$ cat src/rtl/demux_4_reg.sv
// Registered 1-to-4 demultiplexer with a one-entry valid/ready holding slot per channel.
// Optional per-channel accept counters are enabled by defining DEMUX4_COUNT_EN.
module demux_4_reg #(
   parameter int unsigned WIDTH = 32,
   parameter int unsigned CNT_W = 16
) (
   input  logic             clk,
   input  logic             rst,
   input  logic             in_valid,
   output logic             in_ready,
   input  logic [WIDTH-1:0] in_data,
   input  logic [1:0]       control,
   output logic [3:0]       out_valid,
   input  logic [3:0]       out_ready,
`ifdef DEMUX4_COUNT_EN
   output logic [CNT_W-1:0] out_count0,
   output logic [CNT_W-1:0] out_count1,
   output logic [CNT_W-1:0] out_count2,
   output logic [CNT_W-1:0] out_count3,
`endif
   output logic [WIDTH-1:0] out_data0,
   output logic [WIDTH-1:0] out_data1,
   output logic [WIDTH-1:0] out_data2,
   output logic [WIDTH-1:0] out_data3
);

   logic [3:0]       full_q;
   logic [WIDTH-1:0] data_q [4];
   logic [3:0]       sel;
   logic             accept;

   always_comb begin
      sel      = 4'b0001 << control;
      // Selected slot is empty, or its consumer frees it on this edge.
      in_ready = !full_q[control] || out_ready[control];
      accept   = in_valid && in_ready;
   end

   always_ff @(posedge clk or posedge rst) begin
      if (rst) begin
         full_q <= '0;
         for (int i = 0; i < 4; i++) begin
            data_q[i] <= '0;
         end
      end else begin
         for (int i = 0; i < 4; i++) begin
            if (accept && sel[i]) begin
               full_q[i] <= 1'b1;
               data_q[i] <= in_data;
            end else if (full_q[i] && out_ready[i]) begin
               full_q[i] <= 1'b0;
            end
         end
      end
   end

   assign out_valid = full_q;
   assign out_data0 = data_q[0];
   assign out_data1 = data_q[1];
   assign out_data2 = data_q[2];
   assign out_data3 = data_q[3];

`ifdef DEMUX4_COUNT_EN
   logic [CNT_W-1:0] cnt_q [4];

   always_ff @(posedge clk or posedge rst) begin
      if (rst) begin
         for (int i = 0; i < 4; i++) begin
            cnt_q[i] <= '0;
         end
      end else begin
         for (int i = 0; i < 4; i++) begin
            if (accept && sel[i]) begin
               cnt_q[i] <= cnt_q[i] + CNT_W'(1);
            end
         end
      end
   end

   assign out_count0 = cnt_q[0];
   assign out_count1 = cnt_q[1];
   assign out_count2 = cnt_q[2];
   assign out_count3 = cnt_q[3];
`endif

endmodule

$ cat config.mk
export PLATFORM = sky130hd
export DESIGN_NAME = demux_4_reg
export DESIGN_NICKNAME = d
export VERILOG_FILES = /design/src/rtl/demux_4_reg.sv
export SDC_FILE = /design/constraint.sdc
export NUM_CORES = 1
export LEC_CHECK = 0
export ABC_AREA = 1
export BUFFER_PORTS_ARGS = -buffer_cell sky130_fd_sc_hd__buf_4
export CELL_PAD_IN_SITES_DETAIL_PLACEMENT = 2
export CELL_PAD_IN_SITES_GLOBAL_PLACEMENT = 2
export CORE_MARGIN = 2
export CORE_UTILIZATION = 32
export DETAILED_ROUTE_END_ITERATION = 12
export PLACE_DENSITY = 0.82
export SYNTH_ARGS = -nofsm -noshare
export SYNTH_HDL_FRONTEND = slang
export SYNTH_SLANG_ARGS = --single-unit
$ cat constraint.sdc
create_clock -name clk -period 10.45 [get_ports clk]
set_input_delay 2.09 -clock clk [delete_from_list [all_inputs] [get_ports clk]]
set_output_delay 2.09 -clock clk [all_outputs]
set_load 0.01 [all_outputs]
==> summary.txt, run 1 <==
CTS tree -> yes
Synth Area per Inst -> 9.22 um^2
Wire length per cell -> 20.4 um
Hold crit path type -> reg2reg
HPWL Detailed -> 12800 um
Total power -> 1.66 mW
Initial antenna violation count -> 0
Clock net sink count -> 132
Synth Area in Compound Gates -> 0.357%
Starting Density -> 32.5%
Core ar. -> 17200 um^2
Critical Path RT -> 8360 ps
Post-synthesis simple-gate area fraction -> 34.2%
Pwr Density -> 222 nW/um^2
Final net count -> 789
Worst setup SP type -> primary input
Final Skew -> 6.97 ps
Slew @ Worst Pin -> 985 ps
Share of post-route cells with drive strength above 1 -> 28.1%
IO Port Bufs -> 173
Maximum VDD drop -> 0.000117 V
Synthesized area -> 5600 um^2
Fillers -> 1879
Drt pass-1 iters -> 4
Cell row count -> 48
Total Routing Usage GR -> 22.5%
Vias in the first global route -> 5598
Largest family of logic cells by synthesized area -> simple AND/OR/NAND/NOR gates
DR vias/cell -> 5.23
N_diodes -> 0
Mapped Nets -> 649
Area Overhead vs Synth -> 33.1%
Post-route ant nets -> 0
Via count -> 5146
Slew Viols, Final -> 0
Multi-input logic area -> 1950 um^2
Most common cell after layout, fill and taps aside -> nand2_1
Final core utilization -> 43.3%
TritonCTS buffer count -> 17
Post-synth EDFFs -> 0
Post_cts resized -> 0
Final number of hold-violating endpoints -> 0
Reg clk slew, reported paths -> 50 ps
DR iter-0 viols -> 237
Post-route DRC violation count -> 0
Die footprint -> 18600 um^2
I/O pin count -> 174
Routability Congestion -> 0.769
Worst skew pair latency -> 420 ps
CP arrival -> 4170 ps
Hold slack final -> 471 ps
Drt total wl -> 20000 um
Cells after DPL -> 954
Outcome -> finished, final reports clean
Storage element area -> 3300 um^2
Die H -> 136 um
Final Critical Period -> 6260 ps
Final setup viols -> 0
CP endpoint kind -> output port
Post-Syn Instances -> 608
Ys async rst share -> 100%
Clk Tree Root Cell -> clkbuf_16
Period utilization -> 59.9%
Cts hold-fix bufs -> 0
Most frequent cells in the layout -> nand2_1 (269), buf_4 (176), dfrtp_1 (132)
Number of synthesized register bits -> 132
Distinct cells, synth -> 18
Clock Path Buffers -> 2
Synth Area in XOR/XNOR -> 0%
Die Wd -> 136 um
Non-Filler Instances -> 983
Grt total ovfl -> 0
Crit Path Max Fanout -> 133
Fmax -> 0.160 GHz
Multiplexer share of the synthesized area -> 0%
Post-synth top flop -> dfrtp_1
Setup tns final -> 0 ps
Post-CTS setup buffers -> 0
RSZ-0062 raised after global routing -> false
Worst rel slew slack -> 34.2%
Largest net degree at the start of global routing -> 134
CTS HTree Levels -> 4
Yosys warns -> 0
Max cap viols -> 0
First-pass GRT wire length -> 31800 um
Sequential share of the synthesized area -> 59.0%
Synth Area in Adders -> 0%
P_leak -> 3.98 nW
Crit Path Class -> in2out
[worst paths after layout]
check,slack [ps],cells past startpoint,end,from
setup / recovery,4190,7,in_ready,control[0]
hold / removal,470,2,out_data1[22],out_data1[22]
setup reg to reg,7560,8,out_data1[20],out_valid[2]
hold reg to reg,470,2,out_data1[22],out_data1[22]
max in group asynchronous,7380,3,out_data0[16],rst
min in group asynchronous,1730,2,out_data2[29],rst
[synthesized netlist by cell type (2+ instances only)]
| cell type | n | area share, % |
|---|---|---|
| buf_6 | 12 | 2.4 |
| nand2_1 | 269 | 18 |
| buf_4 | 2 | 0.27 |
| nand4_1 | 128 | 14 |
| o21ai_0 | 4 | 0.36 |
| nand3_2 | 4 | 0.71 |
| inv_1 | 7 | 0.47 |
| dfrtp_1 | 132 | 59 |
| nand3_1 | 3 | 0.27 |
| buf_1 | 5 | 0.34 |
| nor2_1 | 2 | 0.13 |
| buf_2 | 14 | 1.3 |
| nor2_4 | 2 | 0.40 |
| clkbuf_1 | 20 | 1.3 |
[report_power, final]
group	total (mW)	internal, mW	switching (mW)
registers	0.682	0.613	0.0695
logic	0.393	0.176	0.217
clock network	0.583	0.371	0.212
total	1.66	1.16	0.498
[stage by stage]
| step | setup WS, ps | instance area, um^2 |
|---|---|---|
| floorplan | 4830 | 5600 |
| global placement | 4280 | 6890 |
| detailed placement | 4190 | 6890 |
| CTS | 4200 | 7460 |
| global route | 4050 | 7460 |
| finish | 4190 | 7460 |
[cell families (layout without fill, tap and decap cells)]
logic type      after synthesis  in the layout
buf+inv                      63            213
flops                       132            132
compound gates                4              4
simple gates                409            409
[flip-flops by register name, indices dropped and copies added (netlist names)]
name and count:
out_data0 32, out_data3 32, out_data1 32, out_valid 4, out_data2 32
[area by class of cell]
| type | count | area share [%] |
|---|---|---|
| clock inverter | 5 | 1.01 |
| multi-input combinational | 413 | 26.2 |
| tap | 225 | 3.77 |
| clock buffer | 24 | 6.59 |
| sequential | 132 | 44.3 |
| inverter | 8 | 0.470 |
| timing repair buffer | 176 | 17.7 |
[worst max-delay path, cell delays in order]
cell	delay, ps
buf_4	150
nor2_4	730
nand2_1	120
nand2_1	160
nor2_4	60
nand2_8	510
buf_4	250
[routing by layer]
metal / global-route usage (%) / wire length, um / vias up
li1: - / - / 2342
met1: 28.0 / 8420 / 2640
met2: 39.1 / 10400 / 139
met3: 5.00 / 926 / 25
met4: 7.00 / 301 / 0
met5: 0 / 0 / -
(Power assumes the default switching activity.)
==> run 2, diff against run 1 <==
--- a/config.mk
+++ b/config.mk
@@ -10,9 +10,9 @@
 export CELL_PAD_IN_SITES_DETAIL_PLACEMENT = 2
 export CELL_PAD_IN_SITES_GLOBAL_PLACEMENT = 2
 export CORE_MARGIN = 2
-export CORE_UTILIZATION = 32
+export CORE_UTILIZATION = 30
 export DETAILED_ROUTE_END_ITERATION = 12
-export PLACE_DENSITY = 0.82
+export PLACE_DENSITY = 0.78
 export SYNTH_ARGS = -nofsm -noshare
 export SYNTH_HDL_FRONTEND = slang
 export SYNTH_SLANG_ARGS = --single-unit
==> constraint.sdc (replaced) <==
create_clock -name clk -period 6.5 [get_ports clk]
set_input_delay 1.3 -clock clk [delete_from_list [all_inputs] [get_ports clk]]
set_output_delay 1.3 -clock clk [all_outputs]
set_load 0.01 [all_outputs]
==> run 2 against run 1 <==
Clock power rose by 52%. First-iteration DRC count fell by 11%. Sequential cell count did not move. Critical endpoint unchanged.
==> summary.txt, run 2 (synthesis results as in run 1) <==
Outcome -> finished, final reports clean
Wire length per cell -> 20.9 um (+2.7%)
Slew Viols, Final -> 0 (unchanged)
Final Critical Period -> 4400 ps
Drt pass-1 iters -> 4 (unchanged)
Maximum VDD drop -> 0.000189 V (+61%)
Setup tns final -> 0 ps (unchanged)
Clock net sink count -> 132 (unchanged)
TritonCTS buffer count -> 17 (unchanged)
Crit Path Max Fanout -> 133 (unchanged)
Hold slack final -> 472 ps (+0.845 ps)
I/O pin count -> 174 (unchanged)
Routability Congestion -> 0.790 (+2.7%)
CTS tree -> yes
Largest net degree at the start of global routing -> 134 (unchanged)
Cell row count -> 49 (+2.1%)
Final Skew -> 8.50 ps (+1.53 ps)
DR vias/cell -> 5.24 (about the same)
Post-CTS setup buffers -> 0 (unchanged)
Drt total wl -> 20800 um (+3.6%)
Clk Tree Root Cell -> clkbuf_16
Period utilization -> 67.7%
Worst skew pair latency -> 410 ps (about the same)
Reg clk slew, reported paths -> 50 ps (about the same)
Post_cts resized -> 0 (unchanged)
Pwr Density -> 352 nW/um^2 (+58%)
Starting Density -> 30.9% (-1.6 points)
Die H -> 141 um (+3.2%)
Vias in the first global route -> 5831 (+4.2%)
Slew @ Worst Pin -> 962 ps (-22.9 ps)
Share of post-route cells with drive strength above 1 -> 28.6% (+0.47 points)
CP endpoint kind -> output port
Most common cell after layout, fill and taps aside -> nand2_1
Grt total ovfl -> 0 (unchanged)
Final core utilization -> 41.1% (-2.2 points)
IO Port Bufs -> 173 (unchanged)
Final setup viols -> 0 (unchanged)
Core ar. -> 18100 um^2 (+5.3%)
DR iter-0 viols -> 210 (-11%)
First-pass GRT wire length -> 32900 um (+3.4%)
Via count -> 5195 (+0.95%)
Die Wd -> 141 um (+3.2%)
Fmax -> 0.227 GHz
Most frequent cells in the layout -> nand2_1 (269), buf_4 (179), dfrtp_1 (132)
Worst rel slew slack -> 35.8% (+1.6 points)
Worst setup SP type -> primary input
Final number of hold-violating endpoints -> 0 (unchanged)
Total Routing Usage GR -> 21.3% (-1.2 points)
Clock Path Buffers -> 2 (unchanged)
HPWL Detailed -> 13200 um (+3.4%)
Max cap viols -> 0 (unchanged)
Area Overhead vs Synth -> 33.1% (about the same)
PnR worst setup slack -> 2100 ps (-2090 ps)
Post-route DRC violation count -> 0 (unchanged)
Crit Path Class -> in2out
Final net count -> 792 (+0.38%)
Initial antenna violation count -> 0 (unchanged)
DP Worst Slack -> 2030 ps (-2170 ps)
Post-route ant nets -> 0 (unchanged)
Critical Path RT -> 5200 ps (-3160 ps)
P_leak -> 3.98 nW (about the same)
Cts hold-fix bufs -> 0 (unchanged)
Total power -> 2.62 mW (+58%)
RSZ-0062 raised after global routing -> false
Die footprint -> 19800 um^2 (+6.5%)
Hold crit path type -> reg2reg
N_diodes -> 0 (unchanged)
CP arrival -> 3100 ps (-1070 ps)
CTS HTree Levels -> 4 (unchanged)
==> run 2: changes by cell type in the layout (fill, tap and decap cells not counted), sizes merged <==
cell,before,now
clkbuf,24,21
buf,176,179
clkinvlp,0,1
clkinv,3,8
bufinv,2,1
==> run 2: final cells by class <==
class                           count  area, um^2
Fill cell                        2010       10700
Clock buffer                       21         450
Timing Repair Buffer              179        1340
Clock inverter                     10        85.1
Tap cell                          229         287
Multi-Input combinational cell    413        1950
Inverter                            8        35.0
Sequential cell                   132        3300
==> run 2: routing by layer <==
metal	global-route usage, %	vias up	wire [um]
met5	0	-	0
met2	37.3	154	10500
met1	26.4	2661	8770
met3	4.55	27	1080
li1	-	2353	-
met4	6.89	0	371
==> run 2: path summary, 6_finish.rpt <==
check / start / depth (start not counted) / slack [ps] / endpoint
max in group asynchronous: rst / 3 / 4150 / out_data0[27]
setup reg to reg: out_valid[3] / 8 / 3620 / out_data1[11]
hold reg to reg: out_data2[15] / 2 / 470 / out_data2[15]
setup / recovery: control[0] / 8 / 2100 / in_ready
min in group asynchronous: rst / 2 / 950 / out_data2[4]
hold / removal: out_data2[15] / 2 / 470 / out_data2[15]
==> run 2: power breakdown <==
group          switching (mW)  internal [mW]  total (mW)  leakage, nW
Combinational           0.354          0.285       0.639         2.06
Sequential              0.113          0.985        1.10         1.65
Clock                   0.353          0.531       0.884        0.266
==> run 2: worst max-delay path, cell delays in order <==
cell and delay (ps):
buf_4 160, nor2_4 100, buf_4 390, nand2_1 120, nand2_1 140, nor2_4 60, nand2_8 550, buf_4 250
==> run 2: metrics by stage <==
| step | area, um^2 | cells |
|---|---|---|
| after floorplan | 5600 | 608 |
| after global placement | 6920 | 961 |
| after detailed placement | 6920 | 961 |
| after CTS | 7450 | 992 |
| after global routing | 7450 | 992 |
| final | 7450 | 992 |
==> run 3, diff against run 2 <==
==> constraint.sdc (replaced) <==
create_clock -name clk -period 4.6 [get_ports clk]
set_input_delay 0.92 -clock clk [delete_from_list [all_inputs] [get_ports clk]]
set_output_delay 0.92 -clock clk [all_outputs]
set_load 0.01 [all_outputs]
==> run 3 against run 2 <==
Count of clock-buffer cells in the layout shrank 2. Largest cell class unchanged. Setup slack lost 860 ps. Total power grew 47%. Via count shrank 0.25%. Clock skew shrank 2.3 ps. Routed wire length shrank 0.88%.
==> summary.txt, run 3 (synthesis results as in run 1) <==
I/O pin count -> 174 (unchanged)
CP top delay family -> simple AND/OR/NAND/NOR gates
DR vias/cell -> 5.21 (-0.45%)
Worst setup SP type -> primary input
Fmax -> 0.298 GHz
Clock net sink count -> 132 (unchanged)
Area Overhead vs Synth -> 34.4%
CP endpoint kind -> output port
Final Skew -> 6.20 ps (-2.30 ps)
Period utilization -> 73.0%
Starting Density -> 30.9% (unchanged)
Grt total ovfl -> 0 (unchanged)
Reg clk slew, reported paths -> 60 ps (about the same)
Drt pass-1 iters -> 4 (unchanged)
Largest net degree at the start of global routing -> 134 (unchanged)
Core ar. -> 18100 um^2 (unchanged)
PnR worst setup slack -> 1240 ps (-856 ps)
N_diodes -> 0 (unchanged)
Max cap viols -> 0 (unchanged)
Slew @ Worst Pin -> 1020 ps (+63.1 ps)
Die footprint -> 19800 um^2 (unchanged)
Clock Path Buffers -> 2 (unchanged)
Share of post-route cells with drive strength above 1 -> 29.0% (+0.45 points)
Final net count -> 793 (+0.13%)
Wire length per cell -> 20.7 um (-1.1%)
Critical Path RT -> 3680 ps (-1520 ps)
Post-route DRC violation count -> 0 (unchanged)
Slowest cell delay on critical path -> 440 ps (-110 ps)
Post-route ant nets -> 0 (unchanged)
Vias in the first global route -> 5710 (-2.1%)
Final number of hold-violating endpoints -> 0 (unchanged)
Die Wd -> 141 um (unchanged)
Maximum VDD drop -> 0.000248 V (+32%)
Slew Viols, Final -> 0 (unchanged)
DR iter-0 viols -> 287 (+37%)
CP arrival -> 2440 ps (-660 ps)
Cts hold-fix bufs -> 0 (unchanged)
Worst rel slew slack -> 31.7% (-4.1 points)
Setup tns final -> 0 ps (unchanged)
Total Routing Usage GR -> 21.3% (-0.027 points)
Drt total wl -> 20600 um (-0.88%)
Outcome -> finished, final reports clean
Crit Path Class -> in2out
Critical Path, Cell by Cell -> buf_4 -> inv_2 -> nand2_1 -> nand2_1 -> nand2_1 -> nand2_1 -> nand2_8 -> buf_4
Cell repeated most along the worst path -> nand2_1
RSZ-0062 raised after global routing -> false
Initial antenna violation count -> 0 (unchanged)
First-pass GRT wire length -> 32900 um (about the same)
Final setup viols -> 0 (unchanged)
Most common cell after layout, fill and taps aside -> nand2_1
Pwr Density -> 510 nW/um^2 (+45%)
Slowest CP cell -> nand2_8
Hold crit path type -> reg2reg
Most frequent cells in the layout -> nand2_1 (269), buf_4 (180), dfrtp_1 (132)
Hold slack final -> 475 ps (+2.66 ps)
Clk Tree Root Cell -> clkbuf_16
Post_cts resized -> 0 (unchanged)
CTS tree -> yes
Crit Path Max Fanout -> 133 (unchanged)
P_leak -> 4.01 nW (+0.69%)
CTS HTree Levels -> 4 (unchanged)
DP Worst Slack -> 984 ps (-1040 ps)
Routability Congestion -> 0.786 (-0.49%)
TritonCTS buffer count -> 17 (unchanged)
Worst skew pair latency -> 420 ps (about the same)
Cell row count -> 49 (unchanged)
CP bufs+invs -> 3 (unchanged)
Final Critical Period -> 3360 ps
HPWL Detailed -> 13000 um (-1.3%)
IO Port Bufs -> 173 (unchanged)
Via count -> 5182 (-0.25%)
Post-CTS setup buffers -> 0 (unchanged)
Die H -> 141 um (unchanged)
## run 3: changes by cell type in the layout (fill, tap and decap cells not counted)
cell / delta
buf_4: +1
bufinv_16: +2
clkbuf_1: -2
clkinv_2: -2
clkinv_4: +1
clkinvlp_4: +2
## run 3: area by class of cell
cell class                 instances  area (um^2)
clock buffer                      19          443
clock inverter                    13          159
fill                            2021        10600
inverter                           8         35.0
multi-input combinational        413         1950
sequential                       132         3300
tap                              229          287
timing repair buffer             180         1350
## run 3: through the flow
| stage | std cells | total power, mW | cell area, um^2 | utilization [%] |
|---|---|---|---|---|
| finish | 994 | 3.84 | 7530 | 41.5 |
| CTS | 994 | 3.89 | 7530 | 41.5 |
| floorplan | 608 | 1.93 | 5600 | - |
| global placement | 962 | 2.43 | 6930 | 38.2 |
| global route | 994 | 4.04 | 7530 | 41.5 |
| detailed placement | 962 | 2.48 | 6930 | 38.2 |
## run 3: worst reg2reg max path, stage by stage (launching register included)
cell and delay [ps]:
dfrtp_1 400, nand2_1 80, nand2_1 60, nand2_1 70, nand2_1 120, nand2_8 580
nand3_2 1080, nand2_1 350, nand2_1 90
## run 3: power breakdown
group / switching, mW / internal [mW] / leakage (nW) / total, mW
registers: 0.161 / 1.39 / 1.65 / 1.55
logic: 0.496 / 0.403 / 2.07 / 0.899
clock network: 0.523 / 0.864 / 0.289 / 1.39
## run 3: final timing paths
| kind | startpoint | endpoint | slack, ps | cells after the start |
|---|---|---|---|---|
| min in group asynchronous | rst | out_data1[29] | 630 | 2 |
| max reg2reg | out_valid[3] | out_data1[14] | 1660 | 8 |
| min reg2reg | out_data1[30] | out_data1[30] | 470 | 2 |
| max | control[0] | in_ready | 1240 | 8 |
| max in group asynchronous | rst | out_data1[25] | 3040 | 3 |
| min | out_data1[30] | out_data1[30] | 470 | 2 |
## run 3: metal layers
layer,global-route usage [%],vias to the layer above,wire (um)
met5,0,-,0
met4,5.84,0,273
met3,4.72,21,1030
met2,35.8,160,10300
met1,27.9,2660,9000
li1,-,2341,-
